`src/rtl/elevator_car_scheduler.sv`:
```
// ---------------------------------------------------------------------------
// elevator_car_scheduler
//   Single-car SCAN scheduler. Latches hall and car calls into a pending
//   vector, moves the car one floor per TRAVEL_TICKS simulation ticks, holds
//   the door for DOOR_TICKS ticks and pulses `served` on door opening so the
//   people controller knows which floor's riders may board and alight.
//
// Ports
//   clk                 system clock
//   rst                 asynchronous active-low reset
//   sim_state   [1:0]   00 STOP, 01 RUN, 10/11 PAUSE
//   sim_speed   [2:0]   tick period = 2^(7-sim_speed) clk cycles
//   floors_requested    hall calls (level), OR'd into pending
//   floor_destinations  car calls (level), OR'd into pending
//   current_floor       car position
//   direction   [1:0]   00 idle, 01 up, 10 down (only non-zero while moving)
//   door_open           high while the door is open
//   pending             latched outstanding calls
//   served              one-hot, one-cycle pulse on door opening
//   sim_tick            prescaler strobe (debug)
// ---------------------------------------------------------------------------
module elevator_car_scheduler #(
    parameter int unsigned FLOORS       = 12,
    parameter int unsigned FLOOR_W      = 4,
    parameter int unsigned TRAVEL_TICKS = 4,
    parameter int unsigned DOOR_TICKS   = 3
) (
    input  logic               clk,
    input  logic               rst,
    input  logic [1:0]         sim_state,
    input  logic [2:0]         sim_speed,
    input  logic [FLOORS-1:0]  floors_requested,
    input  logic [FLOORS-1:0]  floor_destinations,
    output logic [FLOOR_W-1:0] current_floor,
    output logic [1:0]         direction,
    output logic               door_open,
    output logic [FLOORS-1:0]  pending,
    output logic [FLOORS-1:0]  served,
    output logic               sim_tick
);

    localparam int unsigned CNT_W = 8;

    typedef enum logic [1:0] {
        S_IDLE,
        S_MOVE_UP,
        S_MOVE_DOWN,
        S_DOOR
    } state_t;

    function automatic logic [FLOORS-1:0] f_onehot(input logic [FLOOR_W-1:0] f);
        logic [FLOORS-1:0] v;
        v = '0;
        for (int unsigned i = 0; i < FLOORS; i++) begin
            v[i] = (32'(f) == i);
        end
        return v;
    endfunction

    function automatic logic f_above(input logic [FLOORS-1:0] p,
                                     input logic [FLOOR_W-1:0] f);
        logic a;
        a = 1'b0;
        for (int unsigned i = 0; i < FLOORS; i++) begin
            if (i > 32'(f)) a = a | p[i];
        end
        return a;
    endfunction

    function automatic logic f_below(input logic [FLOORS-1:0] p,
                                     input logic [FLOOR_W-1:0] f);
        logic b;
        b = 1'b0;
        for (int unsigned i = 0; i < FLOORS; i++) begin
            if (i < 32'(f)) b = b | p[i];
        end
        return b;
    endfunction

    // Registers
    state_t             r_state;
    logic [FLOOR_W-1:0] r_floor;
    logic [CNT_W-1:0]   r_travel_cnt;
    logic [CNT_W-1:0]   r_door_cnt;
    logic               r_last_up;
    logic [FLOORS-1:0]  r_pending;
    logic [FLOORS-1:0]  r_served;
    logic [6:0]         r_presc;

    // Next-state / combinational signals
    state_t             w_state_nxt;
    logic [FLOOR_W-1:0] w_floor_nxt;
    logic [CNT_W-1:0]   w_travel_nxt;
    logic [CNT_W-1:0]   w_door_nxt;
    logic               w_last_up_nxt;
    logic [FLOORS-1:0]  w_pending_nxt;
    logic [FLOORS-1:0]  w_served_nxt;
    logic [FLOORS-1:0]  w_clear_mask;
    logic [6:0]         w_presc_nxt;
    logic               w_to_door;
    logic               w_run;
    logic               w_stop;
    logic               w_tick;
    logic [7:0]         w_period;
    logic [6:0]         w_limit;
    logic               w_err;
    logic [FLOOR_W-1:0] w_floor_up;
    logic [FLOOR_W-1:0] w_floor_dn;

    assign w_run  = (sim_state == 2'b01);
    assign w_stop = (sim_state == 2'b00);

    // ">=" rather than "==" so lowering the period mid-count wraps at once.
    assign w_period = 8'd1 << (3'd7 - sim_speed);
    assign w_limit  = 7'(w_period - 8'd1);
    assign w_tick   = rst & w_run & (r_presc >= w_limit);

    assign w_floor_up = r_floor + FLOOR_W'(1);
    assign w_floor_dn = r_floor - FLOOR_W'(1);

    // Moving past either end shaft limit is unreachable when the SCAN
    // decisions are correct; if it ever happens the car parks in IDLE.
    assign w_err = ((r_state == S_MOVE_UP)   && (32'(r_floor) >= FLOORS - 1)) ||
                   ((r_state == S_MOVE_DOWN) && (r_floor == '0));

    always_comb begin
        w_state_nxt   = r_state;
        w_floor_nxt   = r_floor;
        w_travel_nxt  = r_travel_cnt;
        w_door_nxt    = r_door_cnt;
        w_last_up_nxt = r_last_up;
        w_presc_nxt   = r_presc;

        if (w_run) begin
            w_presc_nxt = w_tick ? '0 : r_presc + 7'd1;

            unique case (r_state)
                S_IDLE: begin
                    if (|(r_pending & f_onehot(r_floor))) begin
                        w_state_nxt = S_DOOR;
                        w_door_nxt  = '0;
                    end else if (f_above(r_pending, r_floor) &&
                                 f_below(r_pending, r_floor)) begin
                        w_state_nxt = r_last_up ? S_MOVE_UP : S_MOVE_DOWN;
                    end else if (f_above(r_pending, r_floor)) begin
                        w_state_nxt = S_MOVE_UP;
                    end else if (f_below(r_pending, r_floor)) begin
                        w_state_nxt = S_MOVE_DOWN;
                    end
                end

                S_MOVE_UP: begin
                    if (w_err) begin
                        w_state_nxt  = S_IDLE;
                        w_travel_nxt = '0;
                    end else if (w_tick) begin
                        if (r_travel_cnt == CNT_W'(TRAVEL_TICKS - 1)) begin
                            w_travel_nxt  = '0;
                            w_floor_nxt   = w_floor_up;
                            w_last_up_nxt = 1'b1;
                            if (|(r_pending & f_onehot(w_floor_up))) begin
                                w_state_nxt = S_DOOR;
                                w_door_nxt  = '0;
                            end else if (!f_above(r_pending, w_floor_up)) begin
                                w_state_nxt = S_IDLE;
                            end
                        end else begin
                            w_travel_nxt = r_travel_cnt + CNT_W'(1);
                        end
                    end
                end

                S_MOVE_DOWN: begin
                    if (w_err) begin
                        w_state_nxt  = S_IDLE;
                        w_travel_nxt = '0;
                    end else if (w_tick) begin
                        if (r_travel_cnt == CNT_W'(TRAVEL_TICKS - 1)) begin
                            w_travel_nxt  = '0;
                            w_floor_nxt   = w_floor_dn;
                            w_last_up_nxt = 1'b0;
                            if (|(r_pending & f_onehot(w_floor_dn))) begin
                                w_state_nxt = S_DOOR;
                                w_door_nxt  = '0;
                            end else if (!f_below(r_pending, w_floor_dn)) begin
                                w_state_nxt = S_IDLE;
                            end
                        end else begin
                            w_travel_nxt = r_travel_cnt + CNT_W'(1);
                        end
                    end
                end

                S_DOOR: begin
                    if (w_tick) begin
                        if (r_door_cnt == CNT_W'(DOOR_TICKS - 1)) begin
                            w_state_nxt = S_IDLE;
                            w_door_nxt  = '0;
                        end else begin
                            w_door_nxt = r_door_cnt + CNT_W'(1);
                        end
                    end
                end

                default: w_state_nxt = S_IDLE;
            endcase
        end

        w_to_door = (w_state_nxt == S_DOOR) && (r_state != S_DOOR);

        // On arrival the floor register updates on the same edge the door
        // opens, so the mask must use the floor being arrived at.
        if (r_state == S_DOOR) begin
            w_clear_mask = f_onehot(r_floor);
        end else if (w_to_door) begin
            w_clear_mask = f_onehot(w_floor_nxt);
        end else begin
            w_clear_mask = '0;
        end

        w_served_nxt  = w_to_door ? f_onehot(w_floor_nxt) : '0;
        w_pending_nxt = (r_pending | floors_requested | floor_destinations) &
                        ~w_clear_mask;
    end

    always_ff @(posedge clk or negedge rst) begin
        if (!rst) begin
            r_state      <= S_IDLE;
            r_floor      <= '0;
            r_travel_cnt <= '0;
            r_door_cnt   <= '0;
            r_last_up    <= 1'b1;
            r_pending    <= '0;
            r_served     <= '0;
            r_presc      <= '0;
        end else if (w_stop) begin
            r_state      <= S_IDLE;
            r_floor      <= '0;
            r_travel_cnt <= '0;
            r_door_cnt   <= '0;
            r_last_up    <= 1'b1;
            r_pending    <= '0;
            r_served     <= '0;
            r_presc      <= '0;
        end else begin
            r_state      <= w_state_nxt;
            r_floor      <= w_floor_nxt;
            r_travel_cnt <= w_travel_nxt;
            r_door_cnt   <= w_door_nxt;
            r_last_up    <= w_last_up_nxt;
            r_pending    <= w_pending_nxt;
            r_served     <= w_served_nxt;
            r_presc      <= w_presc_nxt;
        end
    end

    assign current_floor = r_floor;
    assign direction     = (r_state == S_MOVE_UP)   ? 2'b01 :
                           (r_state == S_MOVE_DOWN) ? 2'b10 : 2'b00;
    assign door_open     = (r_state == S_DOOR);
    assign pending       = r_pending;
    assign served        = r_served;
    assign sim_tick      = w_tick;

endmodule
```
`config.mk`:
```
export PLATFORM = sky130hd
export DESIGN_NAME = elevator_car_scheduler
export DESIGN_NICKNAME = d
export VERILOG_FILES = /design/src/rtl/elevator_car_scheduler.sv
export SDC_FILE = /design/constraint.sdc
export NUM_CORES = 1
export LEC_CHECK = 0
export BUFFER_PORTS_ARGS = -buffer_cell sky130_fd_sc_hd__buf_2
export CAP_MARGIN = 40
export CORE_MARGIN = 5
export CORE_UTILIZATION = 50
export DETAILED_ROUTE_END_ITERATION = 12
export GPL_TIMING_DRIVEN = 0
export PLACE_DENSITY = 0.71
export SKIP_CTS_REPAIR_TIMING = 1
export SLEW_MARGIN = 25
export SYNTH_ARGS = -nofsm -noshare
export SYNTH_HDL_FRONTEND = slang
export SYNTH_SLANG_ARGS = --single-unit
```
`constraint.sdc`:
```
create_clock -name clk -period 8.15 [get_ports clk]
set_input_delay 0.4075 -clock clk [delete_from_list [all_inputs] [get_ports clk]]
set_output_delay 0.4075 -clock clk [all_outputs]
set_load 0.005 [all_outputs]
```
# [Word level (Yosys, flattened, before mapping)]
# Cells that the tools add are included.
[classes] magnitude_cmp=48 n_bitwise=72 n_eq_ne=62 mux=445 n_reduce_logical=22 shifts=1 n_addsub=7
[ops] op="1-bit 2-to-1 mux" n=386
[ops] op="8-bit 2-to-1 mux" n=19
[ops] op="4-bit by 3-bit equality test with 1-bit output, second input constant" n=16
[ops] op="4-bit equality test, second input constant" n=16
[ops] op="1-bit OR" n=63
[ops] op="12-bit bitwise AND" n=4
[ops] op="12-bit 2-to-1 mux" n=4
[ops] op="2-bit 2-to-1 mux" n=21
[ops] op="12-bit OR reduction" n=3
[ops] op="4-bit by 2-bit equality test with 1-bit output, second input constant" n=8
[ops] op="3-bit by 4-bit greater-than comparator with 1-bit output, first input constant" n=8
[ops] op="4-bit greater-than comparator, first input constant" n=8
[ops] op="3-bit by 4-bit less-than comparator with 1-bit output, first input constant" n=8
[ops] op="4-bit less-than comparator, first input constant" n=8
[ops] op="4-bit 2-to-1 mux" n=8
[ops] op="8-bit one-hot mux with 4 select lines" n=1
[ops] op="12-bit OR" n=2
[ops] op="7-bit 2-to-1 mux" n=3
[ops] op="8-bit by 1-bit adder with 8-bit output, second input constant" n=2
[ops] op="4-bit by 1-bit equality test with 1-bit output, second input constant" n=4
[ops] op="8-bit by 2-bit equality test with 1-bit output, second input constant" n=2
[ops] op="2-bit by 4-bit greater-than comparator with 1-bit output, first input constant" n=4
[ops] op="4-bit zero test" n=4
[ops] op="1-bit by 4-bit less-than comparator with 1-bit output, first input constant" n=4
[ops] op="30 further kinds" n=51
[word_totals] output_inout_bits=32 input_bits=31 regBits=54

# [Depth between registers and ports, before layout]
[logic_depth] depth_word=221 depth_mapped=17

# [Worst setup path before layout]
# Ideal clock, no wire load.
[synth_timing] path_type="in2reg" from="input sim_speed[2]" to="register r_served[10], in the netlist served[10]" required_ns=8.024 path_buffers=2 setup_ns=0.126 path_slack_ns=4.383 cell_stages=16 arrival_time_ns=3.641 path_cell_list="clkbuf_1 -> nand3_1 -> ha_1 -> inv_1 -> nand2_1 -> o21ai_0 -> a21oi_1 -> ha_1 -> o211ai_1 -> and2_1 -> nor4_1 -> a31oi_1 -> or4b_1 -> a31oi_2 -> buf_2 -> nor4_1"
[synth_between] elab_chain_cells=13 word_cells_on_any_way=23 classes_between="add/sub (2); order compare (1); eq/ne (2); shift (1); mux (15); bitwise (1); reduce/logical (1)"
[synth_lines] element="from (decl)" line="31" rtl="input logic [2:0] sim_speed,"
[synth_lines] element="3-bit subtractor *" line="114" rtl="assign w_period = 8'd1 << (3'd7 - sim_speed);"
[synth_lines] element="1-bit by 3-bit << shifter with 7-bit output *" line="114"
[synth_lines] element="7-bit by 1-bit subtractor with 7-bit output *" line="115" rtl="assign w_limit = 7'(w_period - 8'd1);"
[synth_lines] element="7-bit >= comparator *" line="116" rtl="assign w_tick = rst & w_run & (r_presc >= w_limit);"
[synth_lines] element="1-bit bitwise AND *" line="116"
[synth_lines] element="2-bit 2-to-1 mux, on equally long branches" line="177, 156"
[synth_lines] element="2-bit 2-to-1 mux, on equally long branches" line="174, 153"
[synth_lines] element="2-bit one-hot mux with 4 select lines" line="137" rtl="unique case (r_state)"
[synth_lines] element="2-bit 2-to-1 mux" line="134" rtl="if (w_run) begin"
[synth_lines] element="2-bit equality test" line="209" rtl="w_to_door = (w_state_nxt == S_DOOR) && (r_state != S_DOOR);"
[synth_lines] element="1-bit logical AND" line="209"
[synth_lines] element="12-bit 2-to-1 mux *" line="221" rtl="w_served_nxt = w_to_door ? f_onehot(w_floor_nxt) : '0;"
[synth_lines] element="12-bit 2-to-1 mux *" line="236" rtl="end else if (w_stop) begin"
[synth_lines] element="to (signal assigned)" line="252" rtl="r_served <= w_served_nxt;"
[synth_lines] element="to (decl)" line="87" rtl="logic [FLOORS-1:0] r_served;"
# Mark *: on every way between the ends. The rest lies on a longest branch, timed or not.
# A chain may end at the register's enable or synchronous reset.

# [Final worst setup path]
[layout_timing] from="register r_floor[1], in the netlist current_floor[1]" to="register r_served[4], in the netlist served[4]"
[layout_between] elab_chain_cells=108 word_cells_on_any_way=565 classes_between="add/sub (2); order compare (47); eq/ne (35); mux (404); bitwise (66); reduce/logical (11)"
[layout_lines] element="from (decl)" line="82" rtl="logic [FLOOR_W-1:0] r_floor;"
[layout_lines] element="from (signal assigned)" line="247" rtl="r_floor <= w_floor_nxt;"
[layout_lines] element="4-bit by 1-bit subtractor with 4-bit output" line="119" rtl="assign w_floor_dn = r_floor - FLOOR_W'(1);"
[layout_lines] element="1-bit by 4-bit less-than comparator with 1-bit output" line="75" rtl="if (i < 32'(f)) b = b | p[i];"
[layout_lines] element="1-bit 2-to-1 mux" line="75"
[layout_lines] element="1-bit 2-to-1 mux" line="182" rtl="if (|(r_pending & f_onehot(w_floor_dn))) begin"
[layout_lines] element="1-bit 2-to-1 mux" line="178" rtl="if (r_travel_cnt == CNT_W'(TRAVEL_TICKS - 1)) begin"
[layout_lines] element="1-bit 2-to-1 mux" line="177" rtl="end else if (w_tick) begin"
[layout_lines] element="1-bit 2-to-1 mux" line="174" rtl="if (w_err) begin"
[layout_lines] element="1-bit 2-to-1 mux" line="137"
[layout_lines] element="[... 92 more ...]"
[layout_lines] element="2-bit 2-to-1 mux" line="177"
[layout_lines] element="2-bit 2-to-1 mux" line="174"
[layout_lines] element="2-bit one-hot mux with 4 select lines" line="137"
[layout_lines] element="2-bit 2-to-1 mux" line="134"
[layout_lines] element="2-bit equality test" line="209"
[layout_lines] element="1-bit logical AND" line="209"
[layout_lines] element="12-bit 2-to-1 mux *" line="221"
[layout_lines] element="12-bit 2-to-1 mux *" line="236"
# Mark *: on every way between the ends. The rest lies on a longest branch, timed or not. The select of a mux whose other input is x is not followed.

==> summary.md <==
| Metric | Value |
|---|---|
| Core area | 9150 um^2 |
| Top Layer Used | met4 |
| Status | finished, final reports clean |
| Crit path DAT | 4.73 ns |
| Clk_skew | 0.0128 ns |
| Area Overhead vs Synth | 12.2% |
| Critical path fanouts, max | 10 |
| Setup crit end | served[4] |
| Reg2reg start | current_floor[1] |
| Sequential Area | 1350 um^2 |
| Final Critical Period | 4.54 ns |
| Initial antenna violation count | 0 |
| Setup TNS | 0 ns |
| Max Cap Violations | 0 |
| Largest net degree at the start of global routing | 57 |
| Max Freq | 220 MHz |
| Inst Count DP | 713 |
| Post-synth top area share | 28.6% |
| Fillers | 835 |
| Power Density | 168 nW/um^2 |
| Die height | 106 um |
| Top cells by area, synth | dfrtp_1 29%, ha_1 6.5%, o21ai_0 4.1%, a21oi_1 3.3%, nor2_1 3.2% |
| I/O Pins | 63 |
| H-Tree Level Count | 2 |
| Vias in the first global route | 4,750 |
| Routed wire per std cell | 19.9 um |
| CTS root buffer | clkbuf_8 |
| Worst setup startpoint | current_floor[1] |
| Final period utilization | 55.7% |
| Yosys warning count | 0 |
| TritonCTS clock tree | built |
| Clk slew on worst S/H paths | 0.11 ns |
| Synth async-reset ratio | 100% |
| Post-synth net total | 598 |
| Share of layout cells above drive strength 1 | 19.4% |
| Area of the multi-input gates | 2870 um^2 |
| Drt first pass iters | 7 |
| Num CTS Buffers | 5 |
| Cell Area, Synth | 4640 um^2 |
| Antenna viol nets, final | 0 |
| CP endpoint kind | flop |
| R2R depth | 12 |
| Hold WS | 0.127 ns |
| RSZ-0062 raised after global routing | no |
| Gr ovfl total | 0 |
| Critical path required time | 8.34 ns |
| Global Route Usage Sum | 26.1% |
| Via Count | 4,708 |
| Seq cells post-synth | 54 |
| CTS Sinks | 54 |
| Largest area contributor in the netlist | dfrtp_1 |
| Reg2reg setup slack | 3.61 ns |
| Worst ir drop on vdd | 0.151 mV |
| Drt total wl | 14.4 mm |
| Final nets | 667 |
| Critical path type | reg2reg |
| Startpoint types | flop |
| Final hold viol count | 0 |
| Worst-skew pair later-pin latency | 0.31 ns |
| Via-to-Cell Ratio | 6.50 |
| Post-Syn Instances | 543 |
| Finish-stage setup viols | 0 |
| Ys flop type | dfrtp_1 |
| Residual DRC count | 0 |
| Metal2 WL | 6.51 mm |
| Port Buf Inserts | 59 |
| Mean area per synthesized cell | 8.54 um^2 |
| HPWL Detailed | 10.4 mm |
| Initial core utilization | 50.6% |
| Fin. max-slew vios | 0 |
| LEAKAGE | 0.00222 uW |
| Die width | 106 um |
| Post-synthesis cell type count | 79 |
| 1st-iter DRT viols | 543 |
| Worst hold path class | in2async |
| Placer Congestion | 0.945 |
| Sequential fraction of the synthesis area | 29.2% |
| Final cell count without fillers | 724 |
| WL met3 | 1.22 mm |
| Diodes inserted | 0 |
| Die area | 11,300 um^2 |
| Max_slew headroom | 52.4% |
| Clk buf depth | 2 |
| Row cnt | 35 |
| Worst-margin pin slew | 0.715 ns |
| EDFF count, synth | 0 |
| DRT met1 WL | 6.36 mm |
| Global-route wire length before repair | 24.1 mm |
| FF-to-FF End | served[4] |
[layer usage]
| metal | track usage [%] | vias up |
|---|---|---|
| met5 | 0 | - |
| met2 | 39.9 | 242 |
| met1 | 38.2 | 2245 |
| met3 | 3.04 | 39 |
| li1 | - | 2182 |
| met4 | 8.97 | 0 |
[worst min path at each step]
stage	endpoint	slack [ns]	cells past startpoint
after floorplan	current_floor[0]	0.11	0
after global placement	r_door_cnt[7]	0.46	1
after detailed placement	r_door_cnt[7]	0.48	1
after CTS	served[0]	0.15	1
after global routing	served[0]	0.19	1
final	served[0]	0.13	1
[kinds of logic after synthesis]
| kind of cell | share of synthesized area (%) |
|---|---|
| mux | 2.02 |
| fa+ha+maj | 6.48 |
| flops | 29.2 |
| simple gates | 23.3 |
| xor+xnor | 2.83 |
| compound gates | 27.2 |
| buf+inv | 9.01 |
[cells in the final DEF, fill, tap and decap left out, types with 5 or more instances in the layout]
cell type	netlist	final
a211oi_1	9	9
nand2_1	36	36
o31a_1	9	9
nand3b_1	8	8
buf_2	3	62
a221oi_1	5	5
dfrtp_1	53	53
a21o_1	5	5
nor2_1	39	39
nor2b_1	9	9
nor4_1	8	8
o31ai_1	16	16
nand4_1	7	7
xnor2_1	11	11
ha_1	24	24
and3_1	7	7
clkbuf_8	10	15
o21ai_0	38	38
clkbuf_1	21	22
a21oi_1	31	31
a31oi_1	7	7
mux2i_1	6	6
nor3_1	26	26
nand2b_1	9	9
nand3_1	24	24
inv_1	20	20
[stage by stage]
stage	total power [uW]	worst slack [ns]	instance area (um^2)	util, %
finish	876	3.61	5200	56.8
global placement	672	3.63	5070	55.4
detailed placement	682	3.56	5070	55.4
global route	929	3.40	5200	56.8
floorplan	566	4.38	4640	-
CTS	866	3.59	5180	56.6
[cells in the mapped netlist (9+ instances only)]
cell type / instances
ha_1: 24
o31ai_1: 16
nand3_1: 24
o21ai_0: 38
dfrtp_1: 53
a21oi_1: 31
nor2b_1: 9
nor2_1: 39
inv_1: 20
nand2_1: 36
o31a_1: 9
nor3_1: 26
clkbuf_1: 21
nand2b_1: 9
clkbuf_8: 10
xnor2_1: 11
a211oi_1: 9
[power breakdown]
group	leakage [uW]	switching (uW)	internal, uW	total (uW)
clock	0.0000514	91.4	91.9	183
combinational	0.00146	250	138	388
sequential	0.000707	20.6	284	304
total	0.00222	362	514	876
[critical path, stage by stage, from the launching register on]
cell and delay (ns):
dfrtp_1 0.60, clkbuf_1 0.44, inv_1 0.28, ha_1 0.40, clkbuf_1 0.39, inv_1 0.22
o41ai_1 0.39, a41o_1 0.21, a31oi_1 0.07, or4b_1 0.63, a31oi_2 0.42, buf_2 0.29
nor3_1 0.09
[layout make-up]
class / instances / share of cell area (%)
multi-input cells: 425 / 55.1
inverters: 20 / 1.44
clock inverters: 2 / 0.722
clock buffers: 6 / 1.40
repair buffers: 62 / 6.06
well taps: 111 / 2.67
flip-flops and latches: 54 / 26.0
plain buffers: 44 / 6.59
[sequential cells by signal, indices dropped and copies added, names as in the netlist]
name / flops
r_door_cnt: 8
served: 12
r_state: 2
current_floor: 4
r_presc: 7
pending: 12
r_last_up: 1
r_travel_cnt: 8
(Power assumes the default switching activity.)
